--- config.mk ---
export PLATFORM = sky130hd
export DESIGN_NAME = bram_fifo_ctrl
export DESIGN_NICKNAME = d
export VERILOG_FILES = /design/src/rtl/bram_fifo_ctrl.sv
export SDC_FILE = /design/constraint.sdc
export NUM_CORES = 1
export LEC_CHECK = 0
export CORE_ASPECT_RATIO = 0.7
export CORE_MARGIN = 3
export CORE_UTILIZATION = 25
export CTS_CLUSTER_DIAMETER = 100
export DETAILED_ROUTE_END_ITERATION = 7
export PLACE_DENSITY = 0.51
export SYNTH_ARGS = -nofsm -noshare
export SYNTH_HDL_FRONTEND = slang
export SYNTH_SLANG_ARGS = --single-unit
--- constraint.sdc ---
create_clock -name clk -period 12.1 [get_ports clk]
set_input_delay 1.815 -clock clk [delete_from_list [all_inputs] [get_ports clk]]
set_output_delay 1.815 -clock clk [all_outputs]
set_load 0.02 [all_outputs]
--- src/rtl/bram_fifo_ctrl.sv ---
`default_nettype none
// ============================================================================
// Module      : bram_fifo_ctrl
// Description : First-word-fall-through FIFO controller for a one-clock
//               dual-port BRAM, with a 2-entry head/skid output stage.
// Revision    : 1.0 - initial release
// ============================================================================
module bram_fifo_ctrl #(
    parameter int ADDR = 10,
    parameter int DATA = 8
) (
    input  logic            clk,
    input  logic            reset,
    input  logic            flush,
    input  logic [DATA-1:0] wr_data,
    input  logic            wr_valid,
    output logic            wr_ready,
    output logic [DATA-1:0] rd_data,
    output logic            rd_valid,
    input  logic            rd_ready,
    output logic [ADDR+1:0] level,
    output logic            empty,
    output logic            ram_we,
    output logic [ADDR-1:0] ram_waddr,
    output logic [DATA-1:0] ram_wdata,
    output logic [ADDR-1:0] ram_raddr,
    input  logic [DATA-1:0] ram_rdata
);

    localparam logic [ADDR:0] c_DEPTH = {1'b1, {ADDR{1'b0}}};

    logic [ADDR-1:0] r_wptr;
    logic [ADDR-1:0] r_rptr;
    logic [ADDR:0]   r_occ;
    logic            r_inflight;
    logic [DATA-1:0] r_head;
    logic [DATA-1:0] r_skid;
    logic [1:0]      r_ocnt;
    logic [ADDR+1:0] r_level;

    logic            w_push;
    logic            w_pop;
    logic            w_issue;
    logic [1:0]      w_pend;
    logic [ADDR:0]   w_occ_n;
    logic [DATA-1:0] w_head_n;
    logic [DATA-1:0] w_skid_n;
    logic [1:0]      w_ocnt_n;
    logic [ADDR+1:0] w_level_n;

    assign wr_ready = (r_occ != c_DEPTH) & ~reset & ~flush;
    assign w_push   = wr_valid & wr_ready;
    assign rd_valid = (r_ocnt != 2'd0);
    assign w_pop    = rd_valid & rd_ready;
    assign w_pend   = r_ocnt + {1'b0, r_inflight};

    // While streaming (word in flight, head being popped) the captured word
    // takes the popped head's slot, so a new read can be issued without
    // overrunning the two-entry stage.
    assign w_issue  = (r_occ != '0) & ~flush &
                      ((w_pend < 2'd2) | (r_inflight & w_pop));

    assign w_occ_n   = r_occ + {{ADDR{1'b0}}, w_push} - {{ADDR{1'b0}}, w_issue};
    assign w_level_n = {1'b0, w_occ_n} + {{(ADDR+1){1'b0}}, w_issue}
                     + {{ADDR{1'b0}}, w_ocnt_n};

    always_comb begin
        w_head_n = r_head;
        w_skid_n = r_skid;
        w_ocnt_n = r_ocnt;
        case ({r_inflight, w_pop})
            2'b10: begin
                if (r_ocnt == 2'd0) w_head_n = ram_rdata;
                else                w_skid_n = ram_rdata;
                w_ocnt_n = r_ocnt + 2'd1;
            end
            2'b01: begin
                w_head_n = r_skid;
                w_ocnt_n = r_ocnt - 2'd1;
            end
            2'b11: begin
                if (r_ocnt == 2'd1) begin
                    w_head_n = ram_rdata;
                end else begin
                    w_head_n = r_skid;
                    w_skid_n = ram_rdata;
                end
            end
            default: ;
        endcase
    end

    always_ff @(posedge clk) begin
        if (reset | flush) begin
            r_wptr     <= '0;
            r_rptr     <= '0;
            r_occ      <= '0;
            r_inflight <= 1'b0;
            r_head     <= '0;
            r_skid     <= '0;
            r_ocnt     <= 2'd0;
            r_level    <= '0;
        end else begin
            if (w_push)  r_wptr <= r_wptr + 1'b1;
            if (w_issue) r_rptr <= r_rptr + 1'b1;
            r_occ      <= w_occ_n;
            r_inflight <= w_issue;
            r_head     <= w_head_n;
            r_skid     <= w_skid_n;
            r_ocnt     <= w_ocnt_n;
            r_level    <= w_level_n;
        end
    end

    assign rd_data   = r_head;
    assign level     = r_level;
    assign empty     = (r_level == '0);
    assign ram_we    = w_push;
    assign ram_waddr = r_wptr;
    assign ram_wdata = wr_data;
    assign ram_raddr = r_rptr;

endmodule
`default_nettype wire

-- Word level (Yosys, flattened, before mapping)
Index checks and enable logic that the tools add are counted.
- bits of input ports: 21
- word-level logic and storage cells: 52
- flip-flop bits (word level): 62
- output and inout bits: 52
- muxes and demuxes: 7
- magnitude comparators: 1
- reductions and logical operators: 8
- bitwise logic cells: 11
- add/sub/neg operators: 9
- equality and inequality tests: 8
- operator list (kind ; number):
    $mux 8 ; 4
    $pmux 8 s3 ; 1
    $add 10x1->10 const B ; 2
    $pmux 8 s2 ; 1
    $add 11x1->12 ; 1
    $add 12x2->12 ; 1
    $logic_not 12->1 ; 1
    $add 11x1->11 ; 1
    $ne 11x11->1 const B ; 1
    $reduce_bool 11->1 ; 1
    $sub 11x1->11 ; 1
    $and 1x1->1 ; 7
    $ne 2x2->1 const B ; 3
    $eq 2x1->1 const B ; 2
    $eq 2x2->1 const B ; 2
    $pmux 2 s2 ; 1
    $reduce_bool 2->1 ; 2
    $reduce_and 3->1 ; 1
    $reduce_bool 3->1 ; 1
    $add 2x1->2 ; 1
    $add 2x1->2 const B ; 1
    $logic_not 2->1 ; 1
    $lt 2x2->1 const B ; 1
    $not 1->1 ; 2
    other kinds (3) ; 4

-- Longest topological paths before layout
Gate-level depths: netlist of the first run.
- depth in word-level cells: 8
- gate-level depth with buffers: 17
- depth with buffers taken out: 17

-- Worst setup path after synthesis of the first run
No wires, ideal clock.
- path kind: input to register
- start: input port rd_ready
- end: register r_level[10] (netlist: level[10])
- cell stages on the path: 15
- data arrival time: 5.156 ns
- data required time: 11.979 ns
- setup time: 0.121 ns
- path slack: 6.823 ns
- path buffers: 0
- path through: nor2b_1 -> ha_1 -> inv_1 -> a221oi_2 -> ha_1 -> inv_1 -> ha_1 -> fa_1 -> a21o_1 -> a211oi_1 -> nor4b_1 -> nor4_2 -> nor3_2 -> nor3b_2 -> mux2_4
- longest elaborated chain between the ends: 7
- elaborated cells between the ends (all ways): 10
- those cells by class: add/sub (3); eq/ne (2); mux (1); bitwise (4)
- ends and longest elaborated chain (element ; line ; source):
    start, declared ; 20 ; input logic rd_ready,
    $and 1x1->1 (*) ; 54 ; assign w_pop = rd_valid & rd_ready;
    $and 1x1->1 (*) ; 61 ; ((w_pend < 2'd2) | (r_inflight & w_pop));
    $or 1x1->1 (*) ; 61 ;
    $and 1x1->1 (*) ; 60 ; assign w_issue = (r_occ != '0) & ~flush &
    net w_issue ; 43 ; logic w_issue;
    $sub 11x1->11 ; 63 ; assign w_occ_n = r_occ + {{ADDR{1'b0}}, w_push} - {{ADDR{1'b0}}, w_issue};
    $add 11x1->12 (*) ; 64 ; assign w_level_n = {1'b0, w_occ_n} + {{(ADDR+1){1'b0}}, w_issue}
    $add 12x2->12 (*) ; 65 ; + {{ADDR{1'b0}}, w_ocnt_n};
    end signal, assigned ; 111 ; r_level <= w_level_n;
    end, declared ; 39 ; logic [ADDR+1:0] r_level;
The timed path passes the listed nets; every way through them passes the cells marked *.
A chain may end at the register's enable or synchronous reset.

-- Worst setup path after layout of the first run
- start: input port flush
- end: output port ram_we
- longest elaborated chain between the ends: 3
- ends and longest elaborated chain (element ; line ; source):
    start, declared ; 14 ; input logic flush,
    $not 1->1 ; 51 ; assign wr_ready = (r_occ != c_DEPTH) & ~reset & ~flush;
    $and 1x1->1 ; 51 ;
    $and 1x1->1 ; 52 ; assign w_push = wr_valid & wr_ready;
    end, declared ; 23 ; output logic ram_we,
Every way passes these cells.

==> reports/metrics.cfg, run 1 <==
[cts]
cts_buffers = 9
clk_latency_ns = 0.33
ctsResizeCount = 0
holdBufCountCts = 0
cts_buffer_depth = 2
tritoncts = done
cts_root_buffer = clkbuf_16
clk_pin_slew_ns = 0.05
post-cts-setup-buffers = 0
cts.sinks = 62
h-tree-depth = 3

[cells_and_area]
drive_gt1_share_pct = 5.87
area_delta_synth_final_pct = 28.7
fin_area_um2 = 4210
nNetsFinal = 471
instances_no_fill = 588
antenna_cells = 0

[routing]
num_vias = 2626
firstDrtPassIters = 4
ant_nets = 0
wl_mm = 8.02
routed_via_density = 4.47
drt_iter0_drc = 72
wire_per_inst_um = 13.6
drc = 0

[worst_setup_path]
path_delay_family = buffers and inverters
r2r-start = r_occ[4]
critPathBufInv = 3
worstPathRequired_ns = 10.28
cp_cell_sequence = clkdlybuf4s50_1 -> or2_1 -> buf_4 -> a211oi_2 -> clkdlybuf4s50_1
r2r_end = level[10]
r2r_cells = 16
slowest_delay_ns = 0.73
cp.arrival_ns = 4.18
critPathKind = input port to output pin
crit_path_top_delay_cell = clkdlybuf4s50_1
cp-end-kind = output pin
cpMostUsedCell = clkdlybuf4s50_1
cp_max_fo = 49
rrSetupSlack_ns = 7.45
cp-start-kind = input port

[power]
ir_drop_v = 0.000136
leakage_nw = 1.61
power_density_nw_per_um2 = 262

[grt]
grt_pass1_vias = 2564
grt_overflow_total = 0
track_usage_pct = 11.8
antenna_found_initial = 0
grt_first_pass_wirelength_mm = 13.2
grt_max_degree = 50

[sta]
fin_crit_sh_pct = 49.5
post-route-min-period_ns = 5.99
tns_ns = 0
skew_ns = 0.00731
setup_viol = 0
finalMaxSlewViolations = 0
finalHoldViolCount = 0
grt_setup_unrepaired = no
slew_headroom_pct = 25.5
tightest_slew_ns = 1.12
fmax_mhz = 167

[yosys]
yosys_warnings = 0
syn_nets = 420
yosys_register_bits = 62
ys_seq_area_share_pct = 37.9
synth_cell_type_count = 46
syn-mean-instance-area_um2 = 8.78
syn-instance-count = 373
synth_area_um2 = 3270

[floorplan]
fp.dieH_um = 102
die_x_um = 143
core_area_um2 = 12600
fp.dieArea_um2 = 14500
floorplan.initialDensity_pct = 26.0
rows = 34
ioPinCount = 73

[worst_hold_path]
whs_path_depth = 2
holdPathEnd = rd_data[4]
worstHoldPathType = register to register
min-delay-start = rd_data[4]

[place]
dpl.hpwl_mm = 6.17
placedCellCount = 575
numPortBuffers = 56
gp_congestion = 0.785
dpl_cell_area_um2 = 3950

[flow_run]
max_cap_violations = 0

[outcome]
outcome = finished clean

routing by layer:
metal  global-route usage (%)  part of all wire (%)  wire [µm]
met5                        0                     0          0
met4                     4.53                   1.9        153
met1                     16.1                    53       4220
met3                     4.39                   4.2        338
met2                     16.8                    41       3320
state kept, by name, summed over array words and instances (netlist names):
name        cells
level          12
r_occ          11
r_ocnt          2
ram_waddr      10
r_inflight      1
ram_raddr      10
r_skid          8
rd_data         8
worst max-delay path by stage:
| stage | start | depth (start not counted) | endpoint |
|---|---|---|---|
| final | flush | 5 | ram_we |
| after global routing | rd_ready | 16 | level[10] |
| after CTS | flush | 5 | ram_we |
| after detailed placement | rd_ready | 16 | level[10] |
| after global placement | rd_ready | 16 | level[10] |
| after floorplan | rd_ready | 15 | level[10] |
worst register-to-register path, stage by stage (launching register included):
cell,delay [ns]
dfxtp_1,0.31
inv_1,0.09
ha_1,0.16
nand2_1,0.09
nor4_1,0.82
a221oi_2,0.34
ha_1,0.38
inv_1,0.05
ha_1,0.21
fa_1,0.45
a21o_1,0.24
a211oi_1,0.26
nor4b_1,0.09
nor4_2,0.48
nor3_2,0.11
nor3b_2,0.18
mux2_4,0.30
stage by stage:
| stage | setup WS, ns | util, % | hold WS (ns) | total power [W] |
|---|---|---|---|---|
| 2_1_floorplan | 6.82 | - | 0.461 | 0.000725 |
| 6_report | 6.11 | 33.5 | 0.485 | 0.00111 |
| 5_1_grt | 5.91 | 33.5 | 0.510 | 0.00121 |
| 3_3_place_gp | 6.06 | 31.4 | 0.470 | 0.000876 |
| 3_5_place_dp | 5.92 | 31.4 | 0.478 | 0.000880 |
| 4_1_cts | 6.09 | 33.5 | 0.490 | 0.00112 |
cell families after synthesis:
kind of cell | Yosys count | share of synthesized area, %
buf+inv | 43 | 5.85
xor+xnor | 30 | 8.26
mux | 12 | 3.82
simple gates | 137 | 20.8
compound gates | 63 | 12.7
flops | 62 | 37.9
fa+ha+maj | 26 | 10.6
cell type report:
type | instances | area [µm²]
Clock buffer | 11 | 253
Multi-Input combinational cell | 268 | 1840
Timing Repair Buffer | 57 | 568
Inverter | 26 | 97.6
Fill cell | 1326 | 8380
Sequential cell | 62 | 1240
Clock inverter | 2 | 10.0
Tap cell | 162 | 203
layout by cell type, fill, tap and decap left out, drive strengths merged, types with 2 or more instances in the layout:
master / Yosys / final
a211oi: 4 / 4
a21o: 4 / 4
a21oi: 26 / 26
a221oi: 2 / 2
a22oi: 8 / 8
and2: 11 / 11
and3: 7 / 7
clkbuf: 8 / 11
clkdlybuf4s50: 0 / 56
clkinv: 0 / 2
dfxtp: 62 / 62
fa: 3 / 3
ha: 23 / 23
inv: 26 / 26
mux2i: 11 / 11
nand2: 20 / 20
nand2b: 2 / 2
nand3: 3 / 3
nand4: 5 / 5
nor2: 59 / 59
nor2b: 7 / 7
nor3: 2 / 2
nor3b: 2 / 2
nor4: 6 / 6
nor4b: 2 / 2
o21ai: 13 / 13
or2: 2 / 2
or3: 7 / 7
xnor2: 14 / 14
xor2: 16 / 16
synthesized netlist by cell type, drive strengths merged:
cell / instances / area [µm²]
xnor2: 14 / 123
nand4: 5 / 31.3
nor4: 6 / 43.8
a221oi: 2 / 30.0
nand2b: 2 / 12.5
nor4b: 2 / 17.5
and2b: 1 / 7.51
nand3: 3 / 15.0
o21bai: 1 / 7.51
a2111oi: 1 / 15.0
or3: 7 / 43.8
a211oi: 4 / 40.0
o2111a: 1 / 11.3
o211a: 1 / 10.0
a21o: 4 / 30.0
o2bb2ai: 1 / 8.76
o21ai: 13 / 65.1
nor2: 59 / 221
or2: 2 / 12.5
mux2: 1 / 15.0
ha: 23 / 288
and2: 11 / 68.8
nor2b: 7 / 43.8
nor3b: 2 / 20.0
and4: 1 / 8.76
buf: 9 / 63.8
nand2: 20 / 75.1
o311ai: 1 / 8.76
mux2i: 11 / 110
a21oi: 26 / 130
clkbuf: 8 / 30.0
nor3: 2 / 15.0
dfxtp: 62 / 1240
a22oi: 8 / 60.1
fa: 3 / 60.1
xor2: 16 / 148
and3: 7 / 43.8
inv: 26 / 97.6
power breakdown:
part | total (W) | leakage, nW | switching (W) | internal [W]
combinational | 0.000616 | 0.973 | 0.000362 | 0.000254
sequential | 0.000259 | 0.504 | 0.0000221 | 0.000237
clock | 0.000230 | 0.133 | 0.0000847 | 0.000145
Power figures use the tool's default switching activity.
==> run 2: changes to the inputs <==
--- a/config.mk
+++ b/config.mk
@@ -10,7 +10,7 @@
 export CORE_UTILIZATION = 25
 export CTS_CLUSTER_DIAMETER = 100
 export DETAILED_ROUTE_END_ITERATION = 7
-export PLACE_DENSITY = 0.51
+export PLACE_DENSITY = 0.53
 export SYNTH_ARGS = -nofsm -noshare
 export SYNTH_HDL_FRONTEND = slang
 export SYNTH_SLANG_ARGS = --single-unit
==> constraint.sdc (replaced) <==
create_clock -name clk -period 5.16 [get_ports clk]
set_input_delay 0.774 -clock clk [delete_from_list [all_inputs] [get_ports clk]]
set_output_delay 0.774 -clock clk [all_outputs]
set_load 0.02 [all_outputs]
==> run 2 against run 1 <==
  * Flip-flop and latch count stayed put
  * Global-route usage is 0.45 points lower
  * Sequential share of layout area is 0.60 points lower
  * Via count is 3.1% higher
  * Critical path type is now input port to register
==> reports/metrics.cfg, run 2 (synthesis gave the netlist of run 1 again) <==
[worst_setup_path]
cp.arrival_ns = 4.64
r2r_cells = 16
worstPathRequired_ns = 5.38
cp-end-kind = register
cp_max_fo = 4
critPathKind = input port to register
cp-start-kind = input port

[cells_and_area]
largest_register_ffs = 12
fin_area_um2 = 4300
final_common_cell = dfxtp_1
most-common-layout-cells = 62 x dfxtp_1, 59 x nor2_1, 56 x clkdlybuf4s50_1
antenna_cells = 0
drive_gt1_share_pct = 6.73
area_delta_synth_final_pct = 31.4
nNetsFinal = 473

[sta]
grt_setup_unrepaired = no
tns_ns = 0
slew_headroom_pct = 16.6
tightest_slew_ns = 1.25
setup_viol = 0
finalHoldViolCount = 0
post-route-min-period_ns = 4.42
skew_ns = 0.00613
finalMaxSlewViolations = 0
fin_ws_ns = 0.741
fmax_mhz = 226
fin_crit_sh_pct = 85.6

[grt]
grt_overflow_total = 0
grt_pass1_vias = 2540
grt_first_pass_wirelength_mm = 12.8
antenna_found_initial = 0
grt_max_degree = 49
track_usage_pct = 11.3

[floorplan]
fp.dieArea_um2 = 14500
fp.dieH_um = 102
floorplan.initialDensity_pct = 26.0
die_x_um = 143
rows = 34
ioPinCount = 73
core_area_um2 = 12600

[cts]
post-cts-setup-buffers = 0
cts.sinks = 62
cts_buffer_depth = 2
clk_pin_slew_ns = 0.05
ctsResizeCount = 0
cts_buffers = 9
tritoncts = done
holdBufCountCts = 0
clk_latency_ns = 0.33
cts_root_buffer = clkbuf_16
h-tree-depth = 3

[routing]
ant_nets = 0
wire_per_inst_um = 13.5
drt_iter0_drc = 84
firstDrtPassIters = 6
num_vias = 2708
routed_via_density = 4.57
wl_mm = 8.01
drc = 0

[flow_run]
max_cap_violations = 0

[worst_hold_path]
whs_path_depth = 2
worstHoldPathType = register to register

[place]
numPortBuffers = 56
gp_congestion = 0.844
dpl.hpwl_mm = 5.95
pre_cts_ws_ns = 0.429
dpl_cell_area_um2 = 3970

[power]
power_density_nw_per_um2 = 634
ir_drop_v = 0.000298
leakage_nw = 1.65

[outcome]
outcome = finished clean

-- run 2: cell types whose count changed in the layout (fill, tap and decap cells not counted), sizes merged --
cell | previous run | this run
buf | 1 | 3
bufinv | 0 | 2
clkbuf | 11 | 13
clkinv | 2 | 1
-- run 2: metal layers --
metal	routed length (µm)	global-route usage, %	vias up
li1	-	-	1365
met1	4180	15.7	1280
met2	3410	16.5	58
met3	365	4.15	5
met4	48	3.29	0
met5	0	0	-
-- run 2: layout make-up --
type	count	area [µm²]
fillers	1304	8290
multi-input cells	268	1840
flip-flops and latches	62	1240
repair buffers	59	583
clock buffers	13	270
well taps	162	203
inverters	26	97.6
clock inverters	3	65.1
-- run 2: final timing paths --
check | end | startpoint | slack (ns)
worst max-delay path | level[10] | rd_ready | 0.74
worst min-delay path | rd_data[4] | rd_data[4] | 0.48
worst max register to register | level[10] | r_occ[6] | 0.96
worst min register to register | rd_data[4] | rd_data[4] | 0.48
-- run 2: critical path, stage by stage --
cell and delay [ns]:
clkdlybuf4s50_1 0.45, nor2b_1 0.25, ha_1 0.27, inv_1 0.08, a221oi_2 0.27, ha_1 0.16, inv_1 0.04, ha_1 0.20
fa_1 0.43, a21o_1 0.23, a211oi_1 0.31, nor4b_1 0.11, nor4_2 0.45, nor3_2 0.11, nor3b_2 0.18, mux2_4 0.30
-- run 2: report_power, final --
group | switching, W | internal, W | total [W] | leakage (nW)
Clock | 0.000212 | 0.000461 | 0.000673 | 0.166
Sequential | 0.0000552 | 0.000556 | 0.000611 | 0.504
Combinational | 0.000839 | 0.000602 | 0.00144 | 0.984
Total | 0.00111 | 0.00162 | 0.00273 | 1.65
-- run 2: stage by stage --
step / cells / power (W) / utilization (%) / hold slack [ns]
floorplan: 373 / 0.00170 / - / 0.461
CTS: 593 / 0.00275 / 34.2 / 0.486
global route: 593 / 0.00295 / 34.2 / 0.509
global placement: 577 / 0.00206 / 31.5 / 0.467
detailed placement: 577 / 0.00206 / 31.5 / 0.472
finish: 593 / 0.00273 / 34.2 / 0.481
==> edit 1: new RTL, config.mk and constraints of run 1 <==
`DATA`: 8 -> 9.
--- a/src/rtl/bram_fifo_ctrl.sv
+++ b/src/rtl/bram_fifo_ctrl.sv
@@ -7,7 +7,7 @@
 // ============================================================================
 module bram_fifo_ctrl #(
     parameter int ADDR = 10,
-    parameter int DATA = 8
+    parameter int DATA = 9
 ) (
     input  logic            clk,
     input  logic            reset,
Interface: changed (resized ram_rdata, ram_wdata, rd_data and wr_data); port bits go from 73 to 77. No check against the original RTL was run, so the function may have changed too.
==> edit 1 against run 1 <==
  * Cell area increased by 1.8%
  * Power increased by 7.8%
  * Global-route usage is 0.51 points lower
  * Sequential cell count increased by 2
  * Worst setup slack improved by 0.13 ns
  * Critical path depth decreased by 1
  * Sequential power up 5%
  * Routed wire length is 0.27% higher
  * Synthesized area grew 0.92%
  * First-iteration DRC count up 72%
  * Final cell count up 1.0%
  * Via count grew 2.1%
  * Combinational power increased by 6.8%
  * Largest cell class unchanged
==> edit 1: results (changes against run 1) <==
grt_max_degree: 54  # was 50
vias_per_cell: 4.512  # was 4.466
slowest_stage: "clkdlybuf4s50_1"  # unchanged
grt.overflow.total: 0  # unchanged
max_slew_margin_pct: 30.82  # was 25.49%
crit_fanout: 11  # was 49
drt_first_pass_iters: 4  # unchanged
timing.rr.start: "r_ocnt[0]"  # was r_occ[4]
htree_levels: 3  # unchanged
placed_cell_area_sq_mm: 0.003988  # was 0.003950 sq mm
min_path_type: "flip-flop to flip-flop"  # unchanged
cts_setup_buffers: 0  # unchanged
startpoint: "flush"  # unchanged
layout_commonest_cell: "dfxtp_1"  # unchanged
cts_buffer_depth: 2  # unchanged
largest_reg_flops: 12  # unchanged
finalNonFillerCells: 594  # was 588
grt_pass1_vias: 2527  # was 2564
wl_microns: 8046  # was 8024 microns
async_flop_share_pct: 0  # unchanged
min-delay-start: "rd_data[5]"  # was rd_data[4]
cts-root-buf: "clkbuf_16"  # unchanged
grt_use_total_pct: 11.26  # was 11.77%
fin_nets: 476  # was 471
syn_inst: 376  # was 373
p_leak_nw: 1.621  # was 1.610 nW
worst-endpoint-arrival_ns: 4.04  # was 4.18 ns
clock_skew_ns: 0.003820  # was 0.007307 ns
yosys_warnings: 0  # unchanged
cp_slowest_stage_delay_ns: 0.69  # was 0.73 ns
dp.cells: 578  # was 575
antenna_cells: 0  # unchanged
gp_congestion: 0.8491  # was 0.7854
syn-num-nets: 425  # was 420
antenna_found_initial: 0  # unchanged
vdd_drop_max_uv: 128.2  # was 135.6 uV
yosys-top-cells-count: "dfxtp_1 (64), nor2_1 (63), inv_1 (24), nand2_1 (24)"  # was dfxtp_1 (62), nor2_1 (59), a21oi_1 (26), inv_1 (26), ha_1 (23)
status: "complete, no violations"  # unchanged
port_buffers: 58  # was 56
ys_seq_area_share_pct: 38.79  # was 37.92%
clk_latency_ns: 0.33  # about the same
hpwlAfterDp_microns: 6121  # was 6166 microns
drive_above_1_share_pct: 5.556  # was 5.869%
synth_cell_types: 47  # was 46
p_per_area_mw_per_mm2: 277.8  # was 262.3 mW/mm^2
numCtsBuffers: 9  # unchanged
nFillCells: 1334  # was 1326
cts_resized: 0  # unchanged
synth_area_leaders: "dfxtp_1 (39%), ha_1 (8.7%), nor2_1 (7.2%)"  # was dfxtp_1 (38%), ha_1 (8.8%), nor2_1 (6.8%)
clkTransAtPathRegs_ns: 0.05  # about the same
grt_pass1_wl_microns: 12820  # was 13170 microns
drt_iter0_markers: 124  # was 72
edit 1: worst paths after layout:
path / to / slack (ns) / cells past startpoint
max: ram_we / 6.24 / 4
min: rd_data[5] / 0.49 / 2
max reg2reg: level[8] / 7.78 / 17
min reg2reg: rd_data[5] / 0.49 / 2
edit 1: through the flow:
stage / hold slack [ns] / worst slack, ns
after CTS: 0.4936 / 6.278
after global routing: 0.5270 / 6.112
final: 0.4877 / 6.240
after floorplan: 0.4613 / 7.130
after detailed placement: 0.4798 / 6.191
after global placement: 0.4683 / 6.345
edit 1: worst max-delay path, delay by kind of cell:
kind | cells | cell delay (ns)
compound gates | 1 | 0.52
buf+inv | 2 | 1.17
simple gates | 1 | 0.53
edit 1: layout make-up:
cell class	instances	area share, %
repair buffers	59	13.71
clock buffers	13	6.069
clock inverters	3	0.9338
flip-flops and latches	64	29.88
inverters	24	2.101
well taps	162	4.727
multi-input cells	269	42.57
edit 1: routing by layer:
layer / vias to the layer above / routed length [microns] / GRT usage [%]
met4: 0 / 93 / 3.256
met2: 64 / 3108 / 14.58
met1: 1246 / 4251 / 16.83
met3: 9 / 593 / 4.584
li1: 1361 / - / -
met5: - / 0 / 0
edit 1: cell families (layout without fill, tap and decap cells):
group	Yosys count	in the layout	synth area share, %
AND/OR/NAND/NOR	137	137	19.70
XOR/XNOR	31	31	8.447
buffers and inverters	43	99	5.947
multiplexers	12	12	3.637
AO/OA/AOI/OAI	63	63	12.95
adder cells (fa/ha/maj)	26	26	10.53
flip-flops	64	64	38.79
edit 1: report_power, final:
part	total, mW	internal (mW)	switching [mW]	leakage, nW
registers	0.273	0.248	0.0244	0.520
logic	0.658	0.262	0.395	0.951
clock network	0.261	0.170	0.0907	0.150
total	1.19	0.681	0.510	1.62
==> edit 2: new RTL, settings of run 1 <==
Without the edit above. Put one more register stage on the output `level`, without a reset. The value now appears one clock later. The other outputs are not delayed to match.
--- a/src/rtl/bram_fifo_ctrl.sv
+++ b/src/rtl/bram_fifo_ctrl.sv
@@ -113,7 +113,9 @@
     end
 
     assign rd_data   = r_head;
-    assign level     = r_level;
+    always_ff @(posedge clk) begin
+        level <= r_level;
+    end
     assign empty     = (r_level == '0);
     assign ram_we    = w_push;
     assign ram_waddr = r_wptr;
Behaviour: not the same (Yosys sat finds a counterexample within 4 cycles, from zero or initial values).
==> edit 2 against run 1 <==
  * Cell area grew 7.3%
  * Final cell count rose by 6.6%
  * Sequential cell count increased by 12
  * Worst setup slack worse by 0.023 ns
  * Power rose by 12%
  * Routed wire length fell by 4.1%
  * Maximum frequency fell by 0.39%
  * Synthesized area grew 7.4%
  * Largest power group unchanged
  * Highest routed layer unchanged
==> edit 2: results (changes against run 1) <==
num_vias: 2730  # was 2626
drt_first_pass_iters: 4  # unchanged
met3_usage_pct: 3.511  # was 4.389%
wl_met2_microns: 3216  # was 3316 microns
grt_max_degree: 52  # was 50
synth_cell_types: 50  # was 46
cts-root-buf: "clkbuf_16"  # unchanged
cts_resized: 0  # unchanged
min_path_type: "flip-flop to flip-flop"  # unchanged
cp_slowest_stage_delay_ns: 0.67  # was 0.73 ns
wl_microns: 7698  # was 8024 microns
hpwlAfterDp_microns: 5763  # was 6166 microns
drt_iter0_markers: 182  # was 72
p_int_mw: 0.7294  # was 0.6367 mW
gp_congestion: 0.8266  # was 0.7854
met1_usage_pct: 14.33  # was 16.13%
drive_above_1_share_pct: 5.430  # was 5.869%
wl_met3_microns: 311  # was 338 microns
synth_area_leaders: "dfxtp_1 (42%), ha_1 (8.2%), nor2_1 (6.3%)"  # was dfxtp_1 (38%), ha_1 (8.8%), nor2_1 (6.8%)
status: "complete, no violations"  # unchanged
antenna_cells: 0  # unchanged
fin_nets: 485  # was 471
worst-endpoint-arrival_ns: 6.23  # was 4.18 ns
critical_path.top_delay_family: "simple AND/OR/NAND/NOR gates"  # was buffers and inverters
dpl_worst_slack_ns: 5.717  # was 5.920 ns
htree_levels: 3  # unchanged
max_slew_margin_pct: 26.56  # was 25.49%
ys_seq_area_share_pct: 42.15  # was 37.92%
port_buffers: 56  # unchanged
grt_pass1_vias: 2606  # was 2564
clkTransAtPathRegs_ns: 0.05  # about the same
syn-num-nets: 434  # was 420
grtUsageMet2_pct: 14.92  # was 16.77%
slowest_stage: "nor3_2"  # was clkdlybuf4s50_1
vdd_drop_max_uv: 129.0  # was 135.6 uV
p_leak_nw: 1.753  # was 1.610 nW
grt_use_total_pct: 10.39  # was 11.77%
grt_pass1_wl_microns: 12940  # was 13170 microns
clk_latency_ns: 0.33  # about the same
antenna_found_initial: 0  # unchanged
yosys-top-cells-count: "dfxtp_1 (74), nor2_1 (59), inv_1 (27), a21oi_1 (25), ha_1 (23)"  # was dfxtp_1 (62), nor2_1 (59), a21oi_1 (26), inv_1 (26), ha_1 (23)
crit_fanout: 10  # was 49
m1WireLength_microns: 4064  # was 4215 microns
clock_skew_ns: 0.007652  # was 0.007307 ns
-- edit 2: kinds of logic (layout without fill, tap and decap cells) --
family	after synthesis	in the layout	share of synthesized area, %
buffers and inverters	43	98	5.447
AO/OA/AOI/OAI	69	69	12.96
multiplexers	13	13	3.702
AND/OR/NAND/NOR	138	138	19.65
flip-flops	74	74	42.15
adder cells (fa/ha/maj)	26	26	9.897
XOR/XNOR	24	24	6.195
-- edit 2: layout make-up --
cell class	count	area (sq um)
Tap cell	185	231.5
Clock buffer	13	270.3
Fill cell	1384	8922
Clock inverter	2	35.03
Timing Repair Buffer	56	560.5
Sequential cell	74	1481
Multi-Input combinational cell	270	1842
Inverter	27	101.3
-- edit 2: path summary, 6_finish.rpt --
| kind | startpoint | end | slack (ns) | depth (start not counted) |
|---|---|---|---|---|
| hold / removal | r_level[3] | level[3] | 0.35 | 0 |
| hold reg to reg | r_level[3] | level[3] | 0.35 | 0 |
| setup reg to reg | r_ocnt[0] | r_level[9] | 7.31 | 16 |
| setup / recovery | rd_ready | r_level[9] | 6.08 | 15 |
-- edit 2: power groups by stage --
stage               registers (mW)  clock network [mW]  logic, mW
finish                       0.313               0.267      0.653
global route                 0.319               0.287      0.724
CTS                          0.313               0.277      0.648
detailed placement           0.318                   0      0.645
global placement             0.318                   0      0.654
floorplan                    0.329                   0      0.476
-- edit 2: metrics by stage --
step | utilization, % | std cells | area [sq um] | hold slack (ns) | power (mW)
6_report | 33.63 | 627 | 4522 | 0.3515 | 1.233
3_5_place_dp | 31.36 | 612 | 4217 | 0.3420 | 0.9626
4_1_cts | 33.63 | 627 | 4522 | 0.3522 | 1.237
3_3_place_gp | 31.36 | 612 | 4217 | 0.3430 | 0.9719
5_1_grt | 33.63 | 627 | 4522 | 0.3559 | 1.329
2_1_floorplan | - | 387 | 3515 | 0.3311 | 0.8049
